**src/rtl/fgen_sched_pkg.sv**
```systemverilog
// fgen_sched_pkg: shared constants for the function generator burst scheduler.
//   - FSM state encodings (IDLE, CONFIG, RUN, DONE)
//   - default burst length / rate divider widths
//   - waveform select encodings understood by the generator
package fgen_sched_pkg;

    localparam int DEF_LEN_W = 16;
    localparam int DEF_DIV_W = 16;

    localparam logic [1:0] ST_IDLE   = 2'd0;
    localparam logic [1:0] ST_CONFIG = 2'd1;
    localparam logic [1:0] ST_RUN    = 2'd2;
    localparam logic [1:0] ST_DONE   = 2'd3;

    localparam logic [1:0] SEL_SIN = 2'd0;
    localparam logic [1:0] SEL_COS = 2'd1;
    localparam logic [1:0] SEL_TRI = 2'd2;
    localparam logic [1:0] SEL_SQU = 2'd3;

endpackage

```
**src/rtl/fgen_rate_div.sv**
```systemverilog
// fgen_rate_div: sample-rate down-counter.
// Ports:
//   clk, rst   clock, asynchronous active-high reset
//   load       load load_val (has priority over counting)
//   load_val   reload value
//   run        count enable; the counter decrements while non-zero
//   zero       counter is at zero (a sample slot is available)
// At zero the counter simply holds, so a slot blocked downstream is
// deferred rather than lost.
module fgen_rate_div #(
    parameter int DIV_W = 16
) (
    input  logic             clk,
    input  logic             rst,
    input  logic             load,
    input  logic [DIV_W-1:0] load_val,
    input  logic             run,
    output logic             zero
);

    logic [DIV_W-1:0] cnt;

    always_ff @(posedge clk or posedge rst) begin
        if (rst)
            cnt <= '0;
        else if (load)
            cnt <= load_val;
        else if (run && cnt != '0)
            cnt <= cnt - 1'b1;
    end

    assign zero = (cnt == '0);

endmodule

```
**src/rtl/fgen_burst_sched.sv**
```systemverilog
// fgen_burst_sched: burst sequencer in front of the function generator.
// Accepts a descriptor {amp, sel, len, div}, pulses the generator config
// strobe for one cycle, then issues samples through the active-low enable
// every (div+1) eligible cycles, stalling while the downstream FIFO is full.
// Ports:
//   clk, rst                 clock, asynchronous active-high reset
//   cfg_valid_i/cfg_ready_o  descriptor handshake
//   cfg_amp_i, cfg_sel_i     amplitude / waveform for the burst
//   cfg_len_i                samples in burst, 0 = continuous
//   cfg_div_i                rate divider
//   abort_i                  end the current burst without done_o
//   fifo_full_i              downstream backpressure
//   gen_en_low_o             generator enable (active low, registered)
//   gen_enh_conf_o           generator configuration strobe
//   gen_amp_o, gen_sel_o     latched amplitude / waveform
//   busy_o, done_o           burst in progress / normal completion pulse
//   sample_cnt_o             samples issued in the current/last burst
//   stall_cnt_o              (FGEN_SCHED_STALL_CNT_EN only) cycles a ready
//                            slot was blocked by fifo_full_i, saturating
// Optional build macro: FGEN_SCHED_STALL_CNT_EN.
module fgen_burst_sched
    import fgen_sched_pkg::*;
#(
    parameter int INT_BITS  = 4,
    parameter int LEN_W     = DEF_LEN_W,
    parameter int DIV_W     = DEF_DIV_W,
    parameter int RESET_AMP = 1
) (
    input  logic                clk,
    input  logic                rst,
    input  logic                cfg_valid_i,
    output logic                cfg_ready_o,
    input  logic [INT_BITS-1:0] cfg_amp_i,
    input  logic [1:0]          cfg_sel_i,
    input  logic [LEN_W-1:0]    cfg_len_i,
    input  logic [DIV_W-1:0]    cfg_div_i,
    input  logic                abort_i,
    input  logic                fifo_full_i,
    output logic                gen_en_low_o,
    output logic                gen_enh_conf_o,
    output logic [INT_BITS-1:0] gen_amp_o,
    output logic [1:0]          gen_sel_o,
    output logic                busy_o,
    output logic                done_o,
`ifdef FGEN_SCHED_STALL_CNT_EN
    output logic [31:0]         stall_cnt_o,
`endif
    output logic [LEN_W-1:0]    sample_cnt_o
);

    logic [1:0]       state, state_nxt;
    logic [LEN_W-1:0] len_q;
    logic [DIV_W-1:0] div_q;
    logic             accept, eligible, hit_len, div_zero, issue;

    assign cfg_ready_o = (state == ST_IDLE) && !rst;
    assign accept      = cfg_valid_i && cfg_ready_o;

    // The enable is registered, so the issue decision is taken one cycle
    // ahead: the CONFIG cycle already decides the first sample, which puts
    // it on the generator two cycles after the handshake.
    assign eligible = (state == ST_CONFIG) || (state == ST_RUN);
    assign hit_len  = (len_q != '0) && (sample_cnt_o == len_q);
    assign issue    = eligible && div_zero && !fifo_full_i && !abort_i && !hit_len;

    fgen_rate_div #(.DIV_W(DIV_W)) u_div (
        .clk      (clk),
        .rst      (rst),
        .load     (accept || issue),
        .load_val (accept ? '0 : div_q),
        .run      (eligible),
        .zero     (div_zero)
    );

    always_comb begin
        state_nxt = state;
        case (state)
            ST_IDLE:   if (accept) state_nxt = ST_CONFIG;
            ST_CONFIG: state_nxt = abort_i ? ST_IDLE : ST_RUN;
            ST_RUN: begin
                if (abort_i)      state_nxt = ST_IDLE;
                else if (hit_len) state_nxt = ST_DONE;
            end
            default:   state_nxt = ST_IDLE;
        endcase
    end

    always_ff @(posedge clk or posedge rst) begin
        if (rst) begin
            state          <= ST_IDLE;
            gen_en_low_o   <= 1'b1;
            gen_enh_conf_o <= 1'b0;
            gen_amp_o      <= INT_BITS'(RESET_AMP);
            gen_sel_o      <= SEL_SIN;
            busy_o         <= 1'b0;
            done_o         <= 1'b0;
            sample_cnt_o   <= '0;
            len_q          <= '0;
            div_q          <= '0;
        end else begin
            state          <= state_nxt;
            gen_en_low_o   <= !issue;
            gen_enh_conf_o <= (state_nxt == ST_CONFIG);
            busy_o         <= (state_nxt == ST_CONFIG) || (state_nxt == ST_RUN);
            done_o         <= (state_nxt == ST_DONE);
            if (accept) begin
                gen_amp_o    <= cfg_amp_i;
                gen_sel_o    <= cfg_sel_i;
                len_q        <= cfg_len_i;
                div_q        <= cfg_div_i;
                sample_cnt_o <= '0;
            end else if (issue) begin
                sample_cnt_o <= sample_cnt_o + 1'b1;
            end
        end
    end

`ifdef FGEN_SCHED_STALL_CNT_EN
    always_ff @(posedge clk or posedge rst) begin
        if (rst)
            stall_cnt_o <= '0;
        else if (accept)
            stall_cnt_o <= '0;
        else if (state == ST_RUN && div_zero && fifo_full_i && stall_cnt_o != '1)
            stall_cnt_o <= stall_cnt_o + 1'b1;
    end
`endif

endmodule

```
**config.mk**
```make
export PLATFORM = sky130hd
export DESIGN_NAME = fgen_burst_sched
export DESIGN_NICKNAME = d
export VERILOG_FILES = /design/src/rtl/fgen_sched_pkg.sv /design/src/rtl/fgen_rate_div.sv /design/src/rtl/fgen_burst_sched.sv
export SDC_FILE = /design/constraint.sdc
export NUM_CORES = 1
export LEC_CHECK = 0
export BUFFER_PORTS_ARGS = -buffer_cell sky130_fd_sc_hd__buf_2
export CORE_ASPECT_RATIO = 1.4
export CORE_MARGIN = 2
export CORE_UTILIZATION = 50
export DETAILED_ROUTE_END_ITERATION = 10
export PLACE_DENSITY_LB_ADDON = 0.25
export SKIP_CTS_REPAIR_TIMING = 1
export SLEW_MARGIN = 20
export SYNTH_ARGS = -nofsm -noshare
export SYNTH_HDL_FRONTEND = slang
export SYNTH_SLANG_ARGS = --single-unit
```
**constraint.sdc**
```tcl
create_clock -name clk -period 2.2 [get_ports clk]
set_input_delay 0.44 -clock clk [delete_from_list [all_inputs] [get_ports clk]]
set_output_delay 0.44 -clock clk [all_outputs]
set_load 0.05 [all_outputs]
```
* Word-level counts from Yosys, hierarchy flattened
Cells that the tools add are included.
** Word-level totals
- Flip-flop bits (word level) :: 76
- Input port bits :: 43
- Output and inout bits :: 27
- Word-level logic and storage cells :: 51
** Cells by class
- $add $sub $neg :: 2
- Equal/unequal tests :: 6
- Mux-type cells :: 10
- Reduce and logical (&&, ||, !) cells :: 22
** Operators by type and width (number)
- 16-bit 2-to-1 mux :: 5
- 16-bit nonzero test :: 2
- 16-bit by 1-bit adder with 16-bit output (second input constant) :: 1
- 16-bit == test :: 1
- 16-bit logical NOT :: 1
- 16-bit by 1-bit subtractor with 16-bit output (second input constant) :: 1
- 1-bit logical AND :: 8
- 2-bit 2-to-1 mux :: 4
- 2-bit == test (second input constant) :: 3
- 2-bit one-hot mux with 3 select lines :: 1
- 1-bit logical NOT :: 5
- 2-bit by 1-bit == test with 1-bit output (second input constant) :: 2
- 2-bit nonzero test :: 2
- 1-bit logical OR :: 3
- 2-bit logical NOT :: 1

* Depth between registers and ports, before layout
Gate-level depths: netlist (run 1).
- Word-level depth :: 8
- Gate-level depth with buffers :: 10
- Depth with buffers taken out :: 8

* Modules after synthesis
Synthesis (run 1) repeated with hierarchy kept, for this count alone.
** Unflattened totals
- Cells, all modules :: 412
- Area total of the unflattened synthesis :: 3888.7 um2
** Modules (own cells, without submodules)
- fgen_burst_sched :: times used 1, cells an instance 290, area an instance 2854.0 um2, seq. area each 1503.9 um2
- fgen_rate_div :: times used 1, cells an instance 122, area an instance 1034.7 um2, seq. area each 400.4 um2

* Worst setup path after synthesis (run 1)
No wires, ideal clock.
- Path type :: register to register
- Start point :: reg state[0]
- End point :: reg busy_o
- Setup time :: 0.063 ns
- Arrival time :: 2.518 ns
- Required time :: 2.137 ns
- Slack :: -0.381 ns
- Stages on the path, launching flop included :: 10
- Buffers on the path :: 2
- Period minus slack after synthesis :: 2.581 ns
- Cell sequence :: dfrtp_1 inv_1 ha_1 nor2b_1 nand2_1 clkbuf_1 clkbuf_1 a21oi_1 ha_1 inv_1
** Between the ends
- Longest elaborated chain between the ends :: 7
- Elaborated cells on any way between the ends :: 12
- Classes of those cells :: eq/ne: 4; mux: 4; reduce/logical: 4
** Ends and longest elaborated chain
- from (decl) :: RTL line fgen_burst_sched.sv:51 : logic [1:0] state, state_nxt;
- from (signal assigned) :: RTL line fgen_burst_sched.sv:101 : state <= state_nxt;
- 2-bit logical NOT * :: RTL line fgen_burst_sched.sv:56 : assign cfg_ready_o = (state == ST_IDLE) && !rst;
- 1-bit logical AND * :: RTL line fgen_burst_sched.sv:56
- named net cfg_ready_o :: RTL line fgen_burst_sched.sv:32 : output logic cfg_ready_o,
- 1-bit logical AND * :: RTL line fgen_burst_sched.sv:57 : assign accept = cfg_valid_i && cfg_ready_o;
- 2-bit 2-to-1 mux * :: RTL line fgen_burst_sched.sv:78 : ST_IDLE: if (accept) state_nxt = ST_CONFIG;
- 2-bit one-hot mux with 3 select lines * :: RTL line fgen_burst_sched.sv:77 : case (state)
- named net state_nxt[0] :: RTL line fgen_burst_sched.sv:51
- 2-bit by 1-bit == test with 1-bit output / 2-bit == test (equally long branches) :: RTL line fgen_burst_sched.sv:104 : busy_o <= (state_nxt == ST_CONFIG) || (state_nxt == ST_RUN);
- 1-bit logical OR * :: RTL line fgen_burst_sched.sv:104
- to (signal assigned) :: RTL line fgen_burst_sched.sv:104
- to (decl) :: RTL line fgen_burst_sched.sv:43 : output logic busy_o,
Mark *: on every way through the listed nets, which the timed path passes. The rest lies on a longest branch.
A chain may end at the register's enable or synchronous reset.

* Final worst setup path (run 1)
- Start point :: reg u_div.cnt[1]
- End point :: reg sample_cnt_o[10]
** Between the ends
- Longest elaborated chain between the ends :: 6
** Ends and longest elaborated chain
- from (decl) :: RTL line fgen_rate_div.sv:21 : logic [DIV_W-1:0] cnt;
- from (signal assigned) :: RTL line fgen_rate_div.sv:27 : cnt <= load_val;
- from (signal assigned) :: RTL line fgen_rate_div.sv:29 : cnt <= cnt - 1'b1;
- 16-bit logical NOT :: RTL line fgen_rate_div.sv:32 : assign zero = (cnt == '0);
- 1-bit logical AND (4 in series) :: RTL line fgen_burst_sched.sv:64 : assign issue = eligible && div_zero && !fifo_full_i && !abort_i && !hit_len;
- 2-bit nonzero test (no line)
- to (signal assigned) :: RTL line fgen_burst_sched.sv:113 : sample_cnt_o <= sample_cnt_o + 1'b1;
- to (decl) :: RTL line fgen_burst_sched.sv:48 : output logic [LEN_W-1:0] sample_cnt_o
Every way passes these cells.

==> qor.csv, run 1 <==
stage,metric,value,unit
detailed_routing,DR WL/cell,15.4,um
timing,Slew HR,63.1,%
timing,Final Cycle Share,113,%
detailed_routing,antenna-violating nets left,0,
timing,worst slew pin tran,0.552,ns
cells_and_area,area growth from synthesis to layout,32.1,%
clock_tree,CTS tree,done,
timing,final setup slack of the worst path,-0.293,ns
synthesis,Synth Register Bits,76,
worst_setup_path,crit path max-delay cell type,or4b_4,
floorplan,Die X,76.5,um
flow_run,max-cap violations,0,
hold_path,hold crit path type,primary input to async pin,
worst_setup_path,WP buf/inv,2,
detailed_routing,via/cell ratio,5.41,
cells_and_area,area of the multi-input gates,1910,um2
run_status,failing checks,setup timing,
floorplan,I/O pin total,70,
worst_setup_path,Crit. End Element,flop,
timing,Final Slew Violations,0,
worst_setup_path,Crit Path Class,flop to flop,
clock_tree,clk buf depth,2,
worst_setup_path,CP startpoint kind,flop,
floorplan,die area,8080,um2
worst_setup_path,Worst Path Max Fanout,7,
clock_tree,Clock Latency Late Sink,0.37,ns
global_routing,number of antenna violations at the first check in global routing,0,
floorplan,Initial Util,50.7,%
worst_setup_path,CP cell instances,"inv_2, ha_4, or4b_4, nor3_4, nand4_1, buf_4, a31o_4, or4_4, a21oi_1",
power,cell area power density,981,nW/um2
global_routing,GR Overflow Total,0,
cells_and_area,Final Util,66.9,%
worst_setup_path,Critical Path RT,2.49,ns
clock_tree,H-Tree Depth,3,
power,leak pwr,2.36,nW
synthesis,"Warnings, synthesis",0,
cells_and_area,layout cells sized above 1,32.3,%
timing,final hold slack,0.131,ns
synthesis,Post-Syn Area per Cell,9.09,um2
timing,Final Setup Violations,31,
cells_and_area,number of diodes,0,
power,VDD IR max,0.658,mV
global_routing,vias in the first global route,3209,
cells_and_area,Sequential Area,1900,um2
timing,min Tclk post-route,2.49,ns
place,RD Place Congestion,0.916,
timing,fmax,0.401,GHz
timing,final setup skew,0.0103,ns
detailed_routing,Detailed Route Iter0 Violations,273,
worst_setup_path,Crit path max-delay family,simple AND/OR/NAND/NOR gates,
cells_and_area,Layout fillers,594,
clock_tree,CTS buffer count,9,
floorplan,# rows,37,
floorplan,Die H,106,um
global_routing,global-route wire length before repair,14600,um
place,placed wire-length estimate,6060,um
clock_tree,Root Driver,clkbuf_8,
global_routing,largest net degree at the start of global routing,42,
detailed_routing,1st-pass router iterations,4,
synthesis,Post-Syn Area,3680,um2
global_routing,GRT Util Overall,23.2,%
timing,RSZ-0062 raised after global routing,true,
run_status,outcome,finished with violations,
worst_setup_path,"slowest stage delay, CP",0.48,ns
worst_setup_path,critical path arrival,2.78,ns
detailed_routing,vias,3291,
synthesis,part of the Yosys area used for sequential elements,51.7,%
synthesis,Cells after Synth,405,
place,port buffer count,69,
clock_tree,"CTS clk-pin slew, worst paths",0.08,ns
detailed_routing,DRC viols,0,
floorplan,Placeable Area,7270,um2
synthesis,Cell variety after synth,37,
timing,final hold violations,0,
clock_tree,Sink Count,76,
cells_and_area,Layout Nets,558,
detailed_routing,overall routed net length,9360,um
synthesis,syn nets,457,
## power breakdown
| part | internal [mW] | total, mW | switching, mW | leakage (nW) |
|---|---|---|---|---|
| combinational | 0.780 | 1.74 | 0.958 | 1.27 |
| sequential | 1.70 | 1.93 | 0.227 | 0.983 |
| clock | 0.582 | 1.11 | 0.524 | 0.102 |
## cells in the final DEF (no fill, tap or decap), types with 7 or more instances in the layout
master    netlist  routed
inv_1          13      10
buf_2           0      69
clkbuf_8        0      11
ha_1            9       8
dfrtp_1        74      74
xnor2_1        22      22
nor2_1         12      10
nand2_1       132     132
a21oi_1        17      14
buf_4           0      29
o22ai_2         0       9
xor2_1          8       7
o21ai_0        11       7
## worst register-to-register path, cell delays in order (launching register included)
cell and delay [ns]:
dfrtp_1 0.39, inv_2 0.08, ha_4 0.11, or4b_4 0.48
nor3_4 0.19, nand4_1 0.14, buf_4 0.19, a31o_4 0.24
or4_4 0.43, a21oi_1 0.17
## final cells by class
class / instances / share of cell area (%)
multi-input cells: 301 / 39.2
flip-flops and latches: 76 / 39.1
repair buffers: 105 / 13.9
clock buffers: 12 / 3.19
well taps: 97 / 2.49
inverters: 13 / 1.08
clock inverters: 4 / 0.977
## registers in the layout, indices dropped and copies added, names as in the netlist
| register | count |
|---|---|
| gen_sel_o | 2 |
| done_o | 1 |
| div_q | 16 |
| busy_o | 1 |
| gen_en_low_o | 1 |
| sample_cnt_o | 16 |
| state | 2 |
| gen_enh_conf_o | 1 |
| gen_amp_o | 4 |
| u_div.cnt | 16 |
| len_q | 16 |
## metrics by stage
stage                     power, mW  setup TNS [ns]  area, um2  std cells  setup WS [ns]
after floorplan                2.95           -1.43       3710        405         -0.171
after global placement         3.40           -2.34       4330        583         -0.219
after detailed placement       3.46           -4.67       4330        583         -0.316
after CTS                      4.56           -5.42       4530        599         -0.342
after global routing           5.06           -7.74       4870        608         -0.347
final                          4.77           -5.02       4870        608         -0.293
## final timing paths
kind / from / end / slack (ns) / depth (start not counted)
worst max-delay path: u_div.cnt[1] / sample_cnt_o[10] / -0.29 / 9
worst min-delay path: rst / gen_enh_conf_o / 0.13 / 2
worst max register to register: u_div.cnt[1] / sample_cnt_o[10] / -0.29 / 9
worst min register to register: div_q[1] / div_q[1] / 0.46 / 2
max in group asynchronous: rst / gen_en_low_o / 1.49 / 3
min in group clk: cfg_len_i[6] / len_q[6] / 0.26 / 3
## cell families (layout without fill, tap and decap cells)
kind of cell / after synthesis / count (layout) / synth area share, %
simple gates: 200 / 200 / 24.9
xor+xnor: 30 / 30 / 7.14
compound gates: 60 / 62 / 9.96
fa+ha+maj: 9 / 9 / 3.06
flops: 76 / 76 / 51.7
buf+inv: 30 / 134 / 3.26
## synthesized netlist by cell type (all sizes together)
cell type  number  area [um2]
a211oi          1        7.51
or3             7        43.8
a31o            2        17.5
nand3           8        40.0
inv            13        48.8
or4            10        78.8
o31ai           9        67.6
xor2            8        70.1
nor3            6        41.3
buf             4        22.5
nand2         132         495
o211ai          1        7.51
clkbuf         13        48.8
nor2b           4        25.0
o22ai          12        75.1
nand4           6        37.5
nand3b          1        7.51
a21oi          17        85.1
nor4            6        43.8
a31oi           3        18.8
o31a            1        8.76
ha              9         113
and2            2        12.5
dfrtp          74        1850
a21o            1        7.51
dfstp           2        52.6
o21ai          11        55.1
nor2           12        45.0
and3            5        31.3
o2111ai         1        8.76
xnor2          22         193
o21a            1        7.51
or4b            1        13.8
## per-layer routing
metal	up-vias	part of all wire (%)	track usage, %
met5	-	0	0
met4	0	4.2	14.3
met3	33	4.2	3.94
met2	112	53	40.7
met1	1565	38	26.1
li1	1581	-	-
Note: power is estimated with default switching activity, not from simulation.
==> run 2, diff against run 1 <==
--- a/config.mk
+++ b/config.mk
@@ -11,6 +11,7 @@
 export CORE_UTILIZATION = 50
 export DETAILED_ROUTE_END_ITERATION = 10
 export PLACE_DENSITY_LB_ADDON = 0.25
+export SETUP_SLACK_MARGIN = 0.15
 export SKIP_CTS_REPAIR_TIMING = 1
 export SLEW_MARGIN = 20
 export SYNTH_ARGS = -nofsm -noshare
==> run 2 against run 1 <==
Against the previous run: largest power group unchanged; wire length shrank 2.1%; register-to-register slack is essentially flat; largest cell class is now sequential cells; the run still ends with setup timing left; non-clock buffer count grew 7; utilization grew 0.88 points.
==> qor.csv, run 2 (synthesis results as in run 1) <==
stage,metric,value,unit,change
run_status,outcome,finished with violations,,
run_status,failing checks,setup timing,,
clock_tree,clk buf depth,2,,unchanged
detailed_routing,DR WL/cell,14.9,um,-3.2%
timing,Final Setup Violations,32,,+3.2%
worst_setup_path,Critical Path RT,2.48,ns,about the same
worst_setup_path,CP cell instances,"inv_2, ha_4, or4b_4, nor3_4, nand4_1, buf_4, a31o_4, or4_1, a21oi_1",,
worst_setup_path,crit path max-delay cell type,or4b_4,,
worst_setup_path,Worst Path Max Fanout,6,,-1
global_routing,vias in the first global route,3145,,-2.0%
cells_and_area,"commonest cells after routing, fill and taps aside","nand2_1, dfrtp_1, buf_2, buf_4, xnor2_1",,
timing,final hold slack,0.214,ns,+0.0831 ns
floorplan,Placeable Area,7270,um2,unchanged
cells_and_area,Layout Nets,565,,+1.3%
place,port buffer count,69,,unchanged
place,RD Place Congestion,0.898,,-2.0%
place,# placed instances,590,,+1.2%
detailed_routing,1st-pass router iterations,4,,unchanged
clock_tree,Root Driver,clkbuf_8,,
clock_tree,CTS buffer count,9,,unchanged
timing,worst slew pin tran,0.438,ns,-0.114 ns
place,placed wire-length estimate,6250,um,+3.1%
global_routing,global-route wire length before repair,14600,um,-0.14%
floorplan,die area,8080,um2,unchanged
timing,RSZ-0062 raised after global routing,true,,
global_routing,GRT Util Overall,23.1,%,-0.12 points
cells_and_area,layout cells sized above 1,33.8,%,+1.5 points
worst_setup_path,CP startpoint kind,flop,,
power,Final Power,5.11,mW,+7.1%
clock_tree,Sink Count,76,,unchanged
worst_setup_path,critical path arrival,2.77,ns,about the same
detailed_routing,Detailed Route Iter0 Violations,272,,-0.37%
cells_and_area,final std cells w/o fill,615,,+1.2%
global_routing,number of antenna violations at the first check in global routing,0,,unchanged
power,leak pwr,2.41,nW,+2.3%
detailed_routing,DRC viols,0,,unchanged
worst_setup_path,r2r endpoint,sample_cnt_o[15],,
clock_tree,"CTS clk-pin slew, worst paths",0.08,ns,about the same
timing,fmax,0.401,GHz,about the same
floorplan,I/O pin total,70,,unchanged
timing,Slew HR,70.8,%,+7.7 points
timing,final setup skew,0.0120,ns,+0.00171 ns
detailed_routing,overall routed net length,9170,um,-2.1%
timing,Final Slew Violations,0,,unchanged
power,cell area power density,1040,nW/um2,+5.7%
timing,setup TNS,-4.01,ns,+1.00 ns
hold_path,hold crit path type,primary input to async pin,,
floorplan,Initial Util,50.7,%,unchanged
timing,final setup slack of the worst path,-0.292,ns,+0.000913 ns
worst_setup_path,depth of the most critical reg-to-reg path,9,,unchanged
global_routing,GR Overflow Total,0,,unchanged
floorplan,# rows,37,,unchanged
floorplan,Die X,76.5,um,unchanged
worst_setup_path,Crit path max-delay family,simple AND/OR/NAND/NOR gates,,
cells_and_area,number of diodes,0,,unchanged
cells_and_area,area of the multi-input gates,1870,um2,-1.8%
worst_setup_path,Crit Path Class,flop to flop,,
clock_tree,H-Tree Depth,3,,unchanged
detailed_routing,vias,3307,,+0.49%
detailed_routing,antenna-violating nets left,0,,unchanged
detailed_routing,via/cell ratio,5.38,,-0.66%
clock_tree,Clock Latency Late Sink,0.35,ns,-0.02 ns
worst_setup_path,"slowest stage delay, CP",0.48,ns,about the same
cells_and_area,Sequential Area,1910,um2,+0.13%
cells_and_area,"commonest non-fill, non-tap cell in the layout",nand2_1,,
timing,final hold violations,0,,unchanged
power,VDD IR max,0.569,mV,-13%
timing,Final Cycle Share,113,%,about the same
worst_setup_path,FF-to-FF setup slack,-0.29,ns,about the same
flow_run,max-cap violations,0,,unchanged
cells_and_area,area growth from synthesis to layout,33.9,%,
worst_setup_path,WP buf/inv,2,,unchanged
clock_tree,CTS tree,done,,
global_routing,largest net degree at the start of global routing,77,,+83%
floorplan,Die H,106,um,unchanged
cells_and_area,Layout fillers,597,,+0.51%
worst_setup_path,Crit. End Element,flop,,
worst_setup_path,r2r startpoint,u_div.cnt[0],,
timing,min Tclk post-route,2.49,ns,-0.000913 ns
[run 2: cell types whose count changed in the layout (fill, tap and decap cells not counted), sizes merged]
| cell | previous run | this run |
|---|---|---|
| clkinvlp | 2 | 1 |
| clkinv | 2 | 0 |
| buf | 105 | 111 |
| clkbuf | 12 | 13 |
| bufinv | 1 | 4 |
[run 2: worst min-delay path, cell delays in order]
cell        delay (ns)
buf_2             0.13
clkinvlp_4        0.08
buf_12            0.34
[run 2: how the worst max path moves through the flow]
stage,start,endpoint,slack (ns),depth (start not counted)
finish,u_div.cnt[0],sample_cnt_o[15],-0.29,9
global route,u_div.cnt[0],sample_cnt_o[15],-0.39,9
CTS,u_div.cnt[1],sample_cnt_o[7],-0.29,8
detailed placement,u_div.cnt[1],sample_cnt_o[7],-0.27,8
global placement,u_div.cnt[0],sample_cnt_o[13],-0.20,8
floorplan,u_div.cnt[0],sample_cnt_o[7],-0.17,9
[run 2: power by group]
part | total [mW] | switching [mW] | internal, mW | leakage (nW)
clock | 1.44 | 0.509 | 0.931 | 0.137
sequential | 1.92 | 0.218 | 1.70 | 0.980
combinational | 1.75 | 0.955 | 0.797 | 1.29
[run 2: metal layers]
metal	wire, um	GRT usage [%]	up-vias
met3	353	4.71	21
met2	5010	41.8	80
li1	-	-	1600
met5	0	0	-
met1	3550	26.1	1606
met4	254	9.87	0
[run 2: layout make-up]
class                   instances  area share, %
flip-flops and latches         76           38.7
multi-input cells             301           38.0
repair buffers                112           14.2
clock buffers                  12           3.15
well taps                      97           2.46
clock inverters                 4           2.44
inverters                      13           1.07
[run 2: stage by stage]
| step | util, % | worst slack [ns] | area [um2] |
|---|---|---|---|
| 3_5_place_dp | 60.2 | -0.269 | 4370 |
| 5_1_grt | 67.8 | -0.386 | 4930 |
| 3_3_place_gp | 60.2 | -0.195 | 4370 |
| 2_1_floorplan | - | -0.171 | 3720 |
| 6_report | 67.8 | -0.292 | 4930 |
| 4_1_cts | 64.0 | -0.292 | 4650 |
==> run 3, diff against run 2 <==
==> constraint.sdc (replaced) <==
create_clock -name clk -period 2.01 [get_ports clk]
set_input_delay 0.402 -clock clk [delete_from_list [all_inputs] [get_ports clk]]
set_output_delay 0.402 -clock clk [all_outputs]
set_load 0.05 [all_outputs]
==> run 3 against run 2 <==
Against the previous run: the flow still finishes with violations (setup timing); sequential share of layout area shrank 1.3 points; wire length rose by 7.7%; utilization is 2.3 points higher; non-clock buffer count is 21 higher; largest cell class is now multi-input gates.
==> qor.csv, run 3 (synthesis results as in run 1) <==
stage,metric,value,unit,change
run_status,outcome,finished with violations,,
run_status,failing checks,setup timing,,
clock_tree,CTS buffer count,9,,unchanged
clock_tree,Clock Latency Late Sink,0.37,ns,+0.02 ns
detailed_routing,antenna-violating nets left,0,,unchanged
worst_setup_path,CP startpoint kind,flop,,
power,cell area power density,1050,nW/um2,+1.0%
place,placed wire-length estimate,6510,um,+4.2%
place,port buffer count,69,,unchanged
detailed_routing,DR WL/cell,15.5,um,+4.0%
global_routing,GRT Util Overall,23.5,%,+0.47 points
worst_setup_path,Crit Path Class,flop to flop,,
timing,setup TNS,-10.27,ns,-6.25 ns
timing,final setup slack of the worst path,-0.417,ns,-0.125 ns
detailed_routing,vias,3457,,+4.5%
floorplan,# rows,37,,unchanged
global_routing,largest net degree at the start of global routing,42,,-45%
timing,fmax,0.412,GHz,+2.7%
flow_run,max-cap violations,0,,unchanged
worst_setup_path,Critical Path RT,2.31,ns,-0.17 ns
floorplan,Die X,76.5,um,unchanged
timing,RSZ-0062 raised after global routing,true,,
global_routing,global-route wire length before repair,14800,um,+1.5%
floorplan,die area,8080,um2,unchanged
global_routing,number of antenna violations at the first check in global routing,0,,unchanged
worst_setup_path,CP cell instances,"inv_2, ha_4, or4b_4, nor3_4, nand4_1, buf_4, a31o_4, or3_4, a21oi_2",,
hold_path,hold crit path type,primary input to async pin,,
worst_setup_path,WP buf/inv,2,,unchanged
power,VDD IR max,0.711,mV,+25%
floorplan,Placeable Area,7270,um2,unchanged
worst_setup_path,crit path max-delay cell type,or4b_4,,
timing,Final Cycle Share,121,%,+7.5 points
cells_and_area,number of diodes,0,,unchanged
place,pre-CTS WS,-0.485,ns,-0.216 ns
place,RD Place Congestion,0.880,,-1.9%
detailed_routing,via/cell ratio,5.43,,+0.93%
clock_tree,CTS tree,done,,
timing,Final Slew Violations,0,,unchanged
clock_tree,"CTS clk-pin slew, worst paths",0.08,ns,about the same
global_routing,vias in the first global route,3240,,+3.0%
timing,final hold violations,0,,unchanged
cells_and_area,"commonest cells after routing, fill and taps aside","nand2_1, dfrtp_1, buf_2, buf_4, xnor2_1",,
detailed_routing,1st-pass router iterations,5,,+1
worst_setup_path,"slowest stage delay, CP",0.48,ns,about the same
detailed_routing,overall routed net length,9870,um,+7.7%
clock_tree,clk buf depth,2,,unchanged
worst_setup_path,critical path arrival,2.73,ns,-0.04 ns
detailed_routing,Detailed Route Iter0 Violations,255,,-6.3%
timing,worst slew pin tran,0.656,ns,+0.218 ns
timing,Final Setup Violations,34,,+6.3%
global_routing,GR Overflow Total,0,,unchanged
cells_and_area,layout cells sized above 1,36.9,%,+3.1 points
detailed_routing,DRC viols,0,,unchanged
worst_setup_path,Crit. End Element,flop,,
floorplan,Die H,106,um,unchanged
timing,final hold slack,0.141,ns,-0.0733 ns
worst_setup_path,Worst path depth,9,,unchanged
floorplan,I/O pin total,70,,unchanged
worst_setup_path,Worst Path Max Fanout,7,,+1
place,# placed instances,606,,+2.7%
floorplan,Initial Util,50.7,%,unchanged
worst_setup_path,depth of the most critical reg-to-reg path,9,,unchanged
timing,final setup skew,0.0159,ns,+0.00388 ns
worst_setup_path,Crit path max-delay family,simple AND/OR/NAND/NOR gates,,
cells_and_area,final std cells w/o fill,637,,+3.6%
cells_and_area,Layout Nets,587,,+3.9%
clock_tree,Root Driver,clkbuf_8,,
timing,min Tclk post-route,2.43,ns,-0.0654 ns
power,Final Power,5.34,mW,+4.4%
clock_tree,Sink Count,76,,unchanged
power,leak pwr,2.50,nW,+4.0%
cells_and_area,area growth from synthesis to layout,38.3,%,
cells_and_area,"commonest non-fill, non-tap cell in the layout",nand2_1,,
timing,Slew HR,56.2,%,-15 points
clock_tree,H-Tree Depth,3,,unchanged
[run 3: path summary, 6_finish.rpt]
check	startpoint	endpoint	slack, ns
worst max-delay path	u_div.cnt[1]	sample_cnt_o[6]	-0.42
worst min-delay path	rst	busy_o	0.14
worst max register to register	u_div.cnt[1]	sample_cnt_o[6]	-0.42
worst min register to register	gen_amp_o[0]	gen_amp_o[0]	0.46
max in group asynchronous	rst	div_q[15]	1.31
min in group clk	cfg_len_i[1]	len_q[1]	0.21
[run 3: cell type report]
cell class / count / area (um2)
sequential: 76 / 1910
tap: 97 / 121
inverter: 13 / 52.6
clock inverter: 7 / 67.6
clock buffer: 9 / 124
fill: 575 / 2170
multi-input combinational: 302 / 1920
timing repair buffer: 133 / 903
[run 3: through the flow]
stage,utilization (%),area [um2]
floorplan,-,3740
global placement,62.2,4520
finish,70.1,5090
CTS,64.8,4710
global route,70.1,5090
detailed placement,62.2,4520
[run 3: where the power goes]
group          internal (mW)  switching (mW)
Sequential              1.87           0.225
Clock                  0.568           0.591
Combinational          0.984            1.11
Total                   3.42            1.92
[run 3: metal layers]
| layer | vias to the layer above | track usage, % | wire [um] |
|---|---|---|---|
| met5 | - | 0 | 0 |
| met4 | 0 | 12.5 | 423 |
| met3 | 38 | 5.82 | 460 |
| met2 | 121 | 41.2 | 5140 |
| met1 | 1648 | 26.3 | 3850 |
| li1 | 1650 | - | - |
